===== src/rtl/cp0_pkg.sv =====
// cp0_pkg: definitions shared between the exception controller and the CP0 register file.
//   - Cause.ExcCode values
//   - exception FSM state encoding
//   - default exception vector
//   - CP0 register numbers
package cp0_pkg;

   // Cause.ExcCode values
   localparam logic [4:0] EXC_INT  = 5'd0;
   localparam logic [4:0] EXC_ADEL = 5'd4;
   localparam logic [4:0] EXC_ADES = 5'd5;
   localparam logic [4:0] EXC_SYS  = 5'd8;
   localparam logic [4:0] EXC_BP   = 5'd9;
   localparam logic [4:0] EXC_RI   = 5'd10;
   localparam logic [4:0] EXC_OV   = 5'd12;

   // Boot-time exception vector (BEV=1)
   localparam logic [31:0] EXC_VECTOR_DEF = 32'hBFC0_0380;

   // CP0 register numbers
   localparam logic [4:0] BADVADDR = 5'd8;
   localparam logic [4:0] STATUS   = 5'd12;
   localparam logic [4:0] CAUSE    = 5'd13;
   localparam logic [4:0] EPC      = 5'd14;

   typedef enum logic [1:0] {
      StIdle     = 2'd0,
      StFlush    = 2'd1,
      StRedirect = 2'd2
   } exc_state_e;

endpackage


===== src/rtl/int_sync.sv =====
// int_sync: two-flop synchroniser for asynchronous interrupt lines.
// Ports:
//   clk     clock
//   rst     synchronous active-high reset (clears both stages)
//   async_i asynchronous input lines
//   sync_o  synchronised lines (2-cycle latency)
module int_sync #(
   parameter int unsigned Width = 6
) (
   input  logic             clk,
   input  logic             rst,
   input  logic [Width-1:0] async_i,
   output logic [Width-1:0] sync_o
);

   logic [Width-1:0] meta_q;
   logic [Width-1:0] sync_q;

   always_ff @(posedge clk) begin
      if (rst) begin
         meta_q <= '0;
         sync_q <= '0;
      end else begin
         meta_q <= async_i;
         sync_q <= meta_q;
      end
   end

   assign sync_o = sync_q;

endmodule


===== src/rtl/exc_ctrl.sv =====
// exc_ctrl: exception/interrupt controller sitting between MEM and CP0.
// Selects the highest-priority event at commit, emits the CP0 update bundle
// (EPC, ExcCode, BD, BadVAddr, EXL set/clear), then flushes the pipeline and
// redirects IF to the exception vector (or EPC for ERET) via valid/ready.
// Ports:
//   clk, rst               clock, synchronous active-high reset
//   mem_*                  MEM-stage instruction: valid, pc, delay-slot, bad data address, ERET
//   exc_*                  per-instruction exception flags
//   hw_int, sw_int         interrupt sources (hw_int asynchronous)
//   status_im/exl/ie       Status fields; cp0_epc is the ERET target
//   cp0_*                  CP0 write strobes and data
//   ip_pending             {synchronised hw_int, sw_int} for Cause.IP
//   flush                  kill IF..MEM
//   redirect_valid/ready   redirect handshake with IF, target on redirect_pc
//   busy                   FSM not idle; stalls commit
module exc_ctrl
   import cp0_pkg::*;
#(
   parameter logic [31:0] EXC_VECTOR   = EXC_VECTOR_DEF,
   parameter int unsigned FLUSH_CYCLES = 2
) (
   input  logic        clk,
   input  logic        rst,
   input  logic        mem_valid,
   input  logic [31:0] mem_pc,
   input  logic        mem_bd,
   input  logic        exc_if_adel,
   input  logic        exc_ri,
   input  logic        exc_ov,
   input  logic        exc_sys,
   input  logic        exc_bp,
   input  logic        exc_adel,
   input  logic        exc_ades,
   input  logic [31:0] mem_badaddr,
   input  logic        mem_eret,
   input  logic [5:0]  hw_int,
   input  logic [1:0]  sw_int,
   input  logic [7:0]  status_im,
   input  logic        status_exl,
   input  logic        status_ie,
   input  logic [31:0] cp0_epc,
   input  logic        redirect_ready,
   output logic        cp0_exc_we,
   output logic [4:0]  cp0_exc_code,
   output logic [31:0] cp0_epc_out,
   output logic        cp0_bd,
   output logic        cp0_badv_we,
   output logic [31:0] cp0_badvaddr,
   output logic        cp0_clr_exl,
   output logic [7:0]  ip_pending,
   output logic        flush,
   output logic        redirect_valid,
   output logic [31:0] redirect_pc,
   output logic        busy
);

   // Counter loads N-1 so flush stays high for exactly FLUSH_CYCLES cycles.
   localparam logic [3:0] FlushInit = 4'(FLUSH_CYCLES - 1);

   logic [5:0] hw_sync;
   logic       int_take;
   logic       exc_take;
   logic [4:0] code_sel;
   logic       badv_sel;
   logic [31:0] badv_val;

   exc_state_e  state_q;
   logic [3:0]  cnt_q;
   logic        exc_we_q;
   logic [4:0]  code_q;
   logic [31:0] epc_q;
   logic        bd_q;
   logic        badv_we_q;
   logic [31:0] badvaddr_q;
   logic        clr_exl_q;
   logic        flush_q;
   logic        rv_q;
   logic [31:0] rpc_q;

   int_sync #(
      .Width (6)
   ) u_int_sync (
      .clk     (clk),
      .rst     (rst),
      .async_i (hw_int),
      .sync_o  (hw_sync)
   );

   assign ip_pending = {hw_sync, sw_int};
   assign int_take   = status_ie && !status_exl && (|(ip_pending & status_im));

   // Fixed-priority encoder; interrupts win over every synchronous exception.
   always_comb begin
      exc_take = 1'b1;
      code_sel = EXC_INT;
      badv_sel = 1'b0;
      badv_val = mem_badaddr;
      if (int_take) begin
         code_sel = EXC_INT;
      end else if (exc_if_adel) begin
         code_sel = EXC_ADEL;
         badv_sel = 1'b1;
         badv_val = mem_pc;
      end else if (exc_ri) begin
         code_sel = EXC_RI;
      end else if (exc_ov) begin
         code_sel = EXC_OV;
      end else if (exc_sys) begin
         code_sel = EXC_SYS;
      end else if (exc_bp) begin
         code_sel = EXC_BP;
      end else if (exc_adel) begin
         code_sel = EXC_ADEL;
         badv_sel = 1'b1;
      end else if (exc_ades) begin
         code_sel = EXC_ADES;
         badv_sel = 1'b1;
      end else begin
         exc_take = 1'b0;
      end
   end

   always_ff @(posedge clk) begin
      if (rst) begin
         state_q    <= StIdle;
         cnt_q      <= '0;
         exc_we_q   <= 1'b0;
         code_q     <= '0;
         epc_q      <= '0;
         bd_q       <= 1'b0;
         badv_we_q  <= 1'b0;
         badvaddr_q <= '0;
         clr_exl_q  <= 1'b0;
         flush_q    <= 1'b0;
         rv_q       <= 1'b0;
         rpc_q      <= '0;
      end else begin
         // Strobes default low; data registers hold their last value.
         exc_we_q  <= 1'b0;
         badv_we_q <= 1'b0;
         clr_exl_q <= 1'b0;
         unique case (state_q)
            StIdle: begin
               if (mem_valid && (exc_take || mem_eret)) begin
                  state_q <= StFlush;
                  flush_q <= 1'b1;
                  cnt_q   <= FlushInit;
                  if (exc_take) begin
                     exc_we_q  <= 1'b1;
                     code_q    <= code_sel;
                     epc_q     <= mem_bd ? (mem_pc - 32'd4) : mem_pc;
                     bd_q      <= mem_bd;
                     badv_we_q <= badv_sel;
                     if (badv_sel) begin
                        badvaddr_q <= badv_val;
                     end
                     rpc_q <= EXC_VECTOR;
                  end else begin
                     clr_exl_q <= 1'b1;
                     rpc_q     <= cp0_epc;
                  end
               end
            end
            StFlush: begin
               if (cnt_q == 4'd0) begin
                  flush_q <= 1'b0;
                  rv_q    <= 1'b1;
                  state_q <= StRedirect;
               end else begin
                  cnt_q <= cnt_q - 4'd1;
               end
            end
            StRedirect: begin
               if (redirect_ready) begin
                  rv_q    <= 1'b0;
                  state_q <= StIdle;
               end
            end
            default: begin
               state_q <= StIdle;
               flush_q <= 1'b0;
               rv_q    <= 1'b0;
            end
         endcase
      end
   end

   assign cp0_exc_we     = exc_we_q;
   assign cp0_exc_code   = code_q;
   assign cp0_epc_out    = epc_q;
   assign cp0_bd         = bd_q;
   assign cp0_badv_we    = badv_we_q;
   assign cp0_badvaddr   = badvaddr_q;
   assign cp0_clr_exl    = clr_exl_q;
   assign flush          = flush_q;
   assign redirect_valid = rv_q;
   assign redirect_pc    = rpc_q;
   assign busy           = (state_q != StIdle);

endmodule


===== config.mk =====
export PLATFORM = sky130hd
export DESIGN_NAME = exc_ctrl
export DESIGN_NICKNAME = d
export VERILOG_FILES = /design/src/rtl/cp0_pkg.sv /design/src/rtl/int_sync.sv /design/src/rtl/exc_ctrl.sv
export SDC_FILE = /design/constraint.sdc
export NUM_CORES = 1
export LEC_CHECK = 0
export BUFFER_PORTS_ARGS = -buffer_cell sky130_fd_sc_hd__clkbuf_2
export CORE_UTILIZATION = 47
export DETAILED_ROUTE_END_ITERATION = 10
export PLACE_DENSITY_LB_ADDON = 0.25
export SLEW_MARGIN = 15
export SYNTH_ARGS = -nofsm -noshare
export SYNTH_HDL_FRONTEND = slang
export SYNTH_SLANG_ARGS = --single-unit

===== constraint.sdc =====
create_clock -name clk -period 2.6 [get_ports clk]
set_input_delay 0.78 -clock clk [delete_from_list [all_inputs] [get_ports clk]]
set_output_delay 0.78 -clock clk [all_outputs]
set_load 0.005 [all_outputs]

==> results of run 1 <==
==> worst max-delay path by stage <==
stage          startpoint                      endpoint  slack (ps)  cells past startpoint
5_1_grt            exc_ri  cp0_epc_out[22]$_SDFFE_PP0P_         260                      7
3_3_place_gp   mem_pc[17]  cp0_epc_out[20]$_SDFFE_PP0P_          20                      6
4_1_cts            exc_ri  cp0_epc_out[22]$_SDFFE_PP0P_         420                      7
6_report           exc_ri   redirect_pc[6]$_SDFFE_PP0P_         380                      7
2_1_floorplan  mem_pc[17]  cp0_epc_out[20]$_SDFFE_PP0P_         220                      6
3_5_place_dp   mem_pc[17]  cp0_epc_out[20]$_SDFFE_PP0P_           3                      6
==> area by class of cell <==
class,count,share of cell area
Inverter,8,0.003993
Multi-Input combinational cell,374,0.3623
Sequential cell,124,0.3301
Clock buffer,17,0.05656
Tap cell,143,0.02379
Clock inverter,15,0.01697
Timing Repair Buffer,282,0.2063
==> metal layers <==
metal / part of all wire / vias to the layer above / routed length [um]
met4: 0.016 / 0 / 257
met2: 0.48 / 240 / 7909
met5: 0 / - / 0
met1: 0.42 / 2626 / 6854
met3: 0.086 / 20 / 1419
li1: - / 2635 / -
==> layout by cell type, fill, tap and decap left out, types with 3 or more instances in the layout <==
cell and count:
dfxtp_1 124, nor3_1 19, a22o_1 22, xnor2_1 15, nand2_1 11, a31oi_1 35, o31ai_1 21, or4_1 7
nand4_1 5, clkinv_4 6, o221a_2 12, nand4b_1 3, nor2_1 16, o21ai_0 4, clkbuf_16 17, nand3_1 11
nor4_1 6, clkinv_2 6, a21oi_1 36, or3_1 5, inv_1 7, ha_1 3, buf_4 38, or2_2 4
buf_12 3, xor2_1 15, nor2b_1 14, nand2b_1 3, nand3b_1 3, a211oi_1 40, clkbuf_2 241, mux2i_1 32
nor3b_1 3
==> logic make-up after synthesis <==
| logic type | count (synthesis) |
|---|---|
| AO/OA/AOI/OAI | 184 |
| flip-flops | 124 |
| AND/OR/NAND/NOR | 123 |
| buffers and inverters | 63 |
| multiplexers | 33 |
| XOR/XNOR | 30 |
| adder cells (fa/ha/maj) | 3 |
| other | 1 |
==> power breakdown <==
group          leakage [nW]  internal [mW]  switching, mW  total, mW
clock network         0.272           1.31          0.879       2.19
logic                  2.07          0.394          0.455      0.849
registers              1.02           2.05         0.0849       2.13
total                  3.37           3.75           1.42       5.17
==> cell usage after synthesis (12+ instances only) <==
library cell    n  area [um2]
o221a_2        12       135.1
a21oi_1        36       180.2
a31oi_1        35       219.0
mux2i_1        32       320.3
clkbuf_1       27       101.4
o31ai_1        21       157.7
nor2b_1        14       87.58
a22o_1         22       192.7
dfxtp_1       124        2482
xnor2_1        15       131.4
nor2_1         17       63.81
xor2_1         15       131.4
buf_2          21       105.1
nor3_1         19       95.09
a211oi_1       40       300.3
==> sequential cells by signal (all words and copies together) (netlist names) <==
signal             cells
cnt_q                  4
cp0_badv_we            1
cp0_badvaddr          32
cp0_bd                 1
cp0_clr_exl            1
cp0_epc_out           32
cp0_exc_code           4
cp0_exc_we             1
flush                  1
redirect_pc           32
redirect_valid         1
state_q                2
u_int_sync.meta_q      6
u_int_sync.sync_o      6
==> through the flow <==
stage                     hold slack (ps)  setup slack [ps]
after floorplan                     413.8             221.4
after global placement              418.7             19.85
after detailed placement            424.2             3.310
after CTS                           438.4             420.9
after global routing                447.8             256.1
final                               437.8             375.2
==> worst max-delay path, delay by kind of cell <==
| family | cells | cell delay [ps] |
|---|---|---|
| AND/OR/NAND/NOR | 3 | 990 |
| buffers and inverters | 2 | 400 |
| AO/OA/AOI/OAI | 2 | 400 |
==> impl_results.md, run 1 <==
- Initial antenna violation count: 0
- CP max-delay cell: or4_1
- Top FF cell, synth: dfxtp_1
- First-pass detailed-route iteration total: 5
- Post-route ant nets: 0
- Die span in x: 109.9 um
- I/O pins: 243
- Syn Std Cell Area: 5475 um2
- Kind of critical path: in2reg
- Status: complete, no violations
- TritonCTS Buffers: 17
- Starting Density: 0.4816
- Number of synthesis warnings: 0
- Slowest stage delay, CP: 550 ps
- Drt first-iter violations: 291
- Mux contribution to synthesized area: 0.06056
- RSZ-0062 raised after global routing: no
- FF+latch count, synth: 124
- Critical-path cell list: clkbuf_2, or4_1, nor2_1, nand4_1, a21oi_1, buf_4, a22o_1
- Layout cells sized above 1: 0.4183
- Die area: 12080 um2
- R2R depth: 7
- Met2 Use GR: 0.4549
- Largest family of logic cells by synthesized area: compound AO/OA/AOI/OAI gates
- GRT met3 Usage: 0.08299
- Cells after Synth: 561
- Seq/Total Area, Yosys: 0.4534
- Clk buf depth: 2
- Non-Filler Instances: 963
- Vias in the first global route: 5086
- Critical Path AT: 2570 ps
- Site row count: 39
- Routed len/inst: 17.07 um
- Final Cycle Share: 0.8557
- Gr ovfl total: 0
- Cts repair resizes: 0
- Slew Limit Headroom: 0.6293
- Syn_nets: 691
- Layout area overhead: 37.36%
- Worst vdd ir: 0.4877 mV
- DR vias/cell: 5.733
- P per Cell Area: 687.5 nW/um2
- Synthesized-area fraction occupied by adder cells: 0.006856
- Skew final: 5.644 ps
- Gpl congestion: 0.8366
- Post-synth EDFFs: 0
- Finished Cell Area: 7521 um2
- Slew Viols, Final: 0
- Hold Path Sink: u_int_sync.sync_o[4]$_SDFF_PP0_
- Xor/xnor share of the synthesized area: 0.04799
- Footprint of the multi-input gates: 2725 um2
- Fin nets: 937
- Post-synth cell types: 56
- Overall Global Routing Usage: 0.2708
- Hold Startpoint: u_int_sync.meta_q[4]$_SDFF_PP0_
- Routed wire length: 16440 um
- Fin crit period: 2225 ps
- Cts hold-fix bufs: 0
- Critical Path Sink Type: flop
- Setup slack, reg-to-reg: 560 ps
- Clk sinks: 124
- DRC: 0
- Worst-path clk slew: 50 ps
- Via Count: 5521
- Pwr Total: 5.171 mW
- M1 GR Usage: 0.3271
- FMAX: 449.5 MHz
- Largest net degree at the start of global routing: 47
- Die H: 109.9 um
- Worst slew pin tran: 554.9 ps
- Finish-stage setup viols: 0
- Post-Syn Area per Cell: 9.760 um2
- Crit start category: input port
- Maximum fanout along the worst path: 20
- CTS H-tree depth: 4
- Core Util, Final: 0.6615
- Critical Path RT: 2950 ps
- Placed Cells incl. Taps: 931
- Post-synth ARST share: 0
- Worst hold path cell count: 1
- Detailed-placement wirelength estimate: 11810 um
- Synth Area in Compound Gates: 0.2441
- Post-synthesis simple-gate area fraction: 0.1351
- Clock Tree Root: clkbuf_16
- Max Cap Violations: 0
- Antenna cell count: 0
- GR peak layer: met2
- Reg2reg end: cp0_badvaddr[3]$_SDFFE_PP0P_
- Postcts setup bufs: 0
- Static Leak: 3.365 nW
- Dpl cell area: 6968 um2
- Register area: 2482 um2
- Final hold violations: 0
- Layout fillers: 946
- Reg2Reg Launch Point: u_int_sync.sync_o[0]$_SDFF_PP0_
- Min-Delay Path Class: reg2reg
- Global-route wire length before repair: 24930 um
- CTS tree: built
- Setup TNS Final: 0 ps
- Core area: 11370 um2
- IO buf count: 241
- Clock latency on the worst-skew pair: 410 ps
Power figures use the tool's default switching activity.
==> run 2: changes to the inputs <==
--- a/config.mk
+++ b/config.mk
@@ -5,7 +5,7 @@
 export SDC_FILE = /design/constraint.sdc
 export NUM_CORES = 1
 export LEC_CHECK = 0
-export BUFFER_PORTS_ARGS = -buffer_cell sky130_fd_sc_hd__clkbuf_2
+export BUFFER_PORTS_ARGS = -buffer_cell sky130_fd_sc_hd__buf_2
 export CORE_UTILIZATION = 47
 export DETAILED_ROUTE_END_ITERATION = 10
 export PLACE_DENSITY_LB_ADDON = 0.25
==> run 2 against run 1 <==
  * Flip-flop and latch count unchanged
  * Sequential share of layout area decreased by 0.082 points
  * Largest cell class unchanged
  * Total power increased by 3.6%
  * Core utilization increased by 0.17 points
  * Critical path type unchanged
  * Sequential power about the same
  * Maximum frequency decreased by 0.29%
  * First-iteration DRC count increased by 20%
  * Design area increased by 0.25%
  * Worst hold slack got worse by 6.1 ps
  * Non-clock buffer count decreased by 7
==> impl_results.md, run 2 (synthesis gave the netlist of run 1 again) <==
- Final hold violations: 0
- CTS H-tree depth: 4
- Worst slew pin tran: 630.0 ps
- Detailed-placement wirelength estimate: 11780 um
- Cts hold-fix bufs: 0
- Skew final: 5.599 ps
- Largest net degree at the start of global routing: 44
- Max Cap Violations: 0
- First-pass detailed-route iteration total: 6
- Critical-path cell list: buf_2, or4_4, or3_1, nor4_4, xnor2_1, a21oi_2
- Die H: 109.9 um
- Sw Ratio: 0.2636
- Site row count: 39
- Finished Cell Area: 7540 um2
- Vias in the first global route: 5032
- Fin crit period: 2231 ps
- Sw Pwr: 1.413 mW
- Most frequent cells in the layout: buf_2, dfxtp_1, a211oi_1, a21oi_1, a31oi_1
- CTS tree: built
- Worst-path clk slew: 60 ps
- Postcts setup bufs: 0
- DR vias/cell: 5.700
- CP max-delay cell: or4_4
- Gr ovfl total: 0
- Initial antenna violation count: 0
- Routed len/inst: 17.43 um
- Maximum fanout along the worst path: 6
- Pint: 3.946 mW
- Setup TNS Final: 0 ps
- P per Cell Area: 710.7 nW/um2
- Die area: 12080 um2
- Critical Path AT: 2520 ps
- DRC: 0
- Slew Viols, Final: 0
- Core area: 11370 um2
- Status: complete, no violations
- Clock Power Share: 0.443
- Slew Limit Headroom: 0.5791
- Clk buf depth: 2
- Gpl congestion: 0.8492
- Static Leak: 3.393 nW
- Starting Density: 0.4816
- Antenna cell count: 0
- RSZ-0062 raised after global routing: no
- I/O pins: 243
- Clock Tree Root: clkbuf_16
- Seq pwr share: 0.398
- Die span in x: 109.9 um
- Core Util, Final: 0.6631
- Most common cell after layout, fill and taps aside: buf_2
- Clock latency on the worst-skew pair: 410 ps
- Finish-stage setup viols: 0
- Comb pwr share: 0.159
- FMAX: 448.2 MHz
- Cts repair resizes: 0
- Overall Global Routing Usage: 0.2742
- Layout cells sized above 1: 0.4133
- Slowest stage delay, CP: 540 ps
- IO buf count: 241
- TritonCTS Buffers: 17
- Drt first-iter violations: 349
- Layout area overhead: 37.71%
- Critical Path Sink Type: flop
- Post-route ant nets: 0
- Buf+Inv Stages, Crit Path: 1
- Fin nets: 930
- Crit start category: input port
- Global-route wire length before repair: 25140 um
- Via Count: 5449
- Kind of critical path: in2reg
- Final Cycle Share: 0.8582
- Worst vdd ir: 0.6143 mV
- Critical Path RT: 2890 ps
- Final hold slack: 431.7 ps
- Crit-path leading delay family: simple AND/OR/NAND/NOR gates
- Dpl cell area: 6940 um2
- Routed wire length: 16660 um
- Clk sinks: 124
- Min-Delay Path Class: reg2reg
==> run 2: cell types whose count changed in the layout (fill, tap and decap cells not counted) <==
cell / delta
clkinv_4: -4
buf_12: +2
inv_6: +1
clkinv_2: -2
clkbuf_2: -241
bufinv_16: +2
buf_2: +241
clkinvlp_4: +3
buf_4: -9
==> run 2: worst register-to-register path, delay by kind of cell, from the launching register on <==
family / cells / cell delay (ps)
AOI/OAI and AO/OA: 5 / 1250
buffers and inverters: 1 / 350
DFF: 1 / 300
==> run 2: area by class of cell <==
cell class                      count  area (um2)
Tap cell                          143       178.9
Sequential cell                   124        2482
Fill cell                         943        3830
Clock buffer                       17       425.4
Multi-Input combinational cell    374        2725
Timing Repair Buffer              275        1524
Clock inverter                     15       173.9
Inverter                            8       30.03
==> run 2: power by group through the flow <==
stage	combinational [mW]	clock, mW	sequential (mW)
floorplan	0.429	0	2.17
global placement	0.822	0	2.16
detailed placement	0.847	0	2.17
CTS	0.854	2.41	2.13
global route	0.934	2.49	2.15
finish	0.851	2.38	2.13
==> run 2: final timing paths <==
path                                        start  slack [ps]  cells past startpoint                               to
setup / recovery                       mem_pc[17]         370                      6     cp0_epc_out[20]$_SDFFE_PP0P_
setup reg to reg  u_int_sync.sync_o[1]$_SDFF_PP0_         620                      6     cp0_badvaddr[4]$_SDFFE_PP0P_
hold / removal    u_int_sync.meta_q[0]$_SDFF_PP0_         430                      1  u_int_sync.sync_o[0]$_SDFF_PP0_
hold reg to reg   u_int_sync.meta_q[0]$_SDFF_PP0_         430                      1  u_int_sync.sync_o[0]$_SDFF_PP0_
==> run 2: per-stage QoR <==
| step | instances | setup WS, ps | total power, mW |
|---|---|---|---|
| detailed placement | 924 | -42.61 | 3.014 |
| CTS | 956 | 367.0 | 5.394 |
| floorplan | 561 | 221.4 | 2.600 |
| global placement | 924 | 10.28 | 2.984 |
| finish | 956 | 368.7 | 5.358 |
| global route | 956 | 286.4 | 5.574 |
==> run 2: routing by layer <==
metal  wire length [um]  global-route usage  vias up
met5                  0                   0        -
met4                276              0.1152        0
met3               1313             0.07469       22
met2               8250              0.4683      236
met1               6819              0.3218     2585
li1                   -                   -     2606
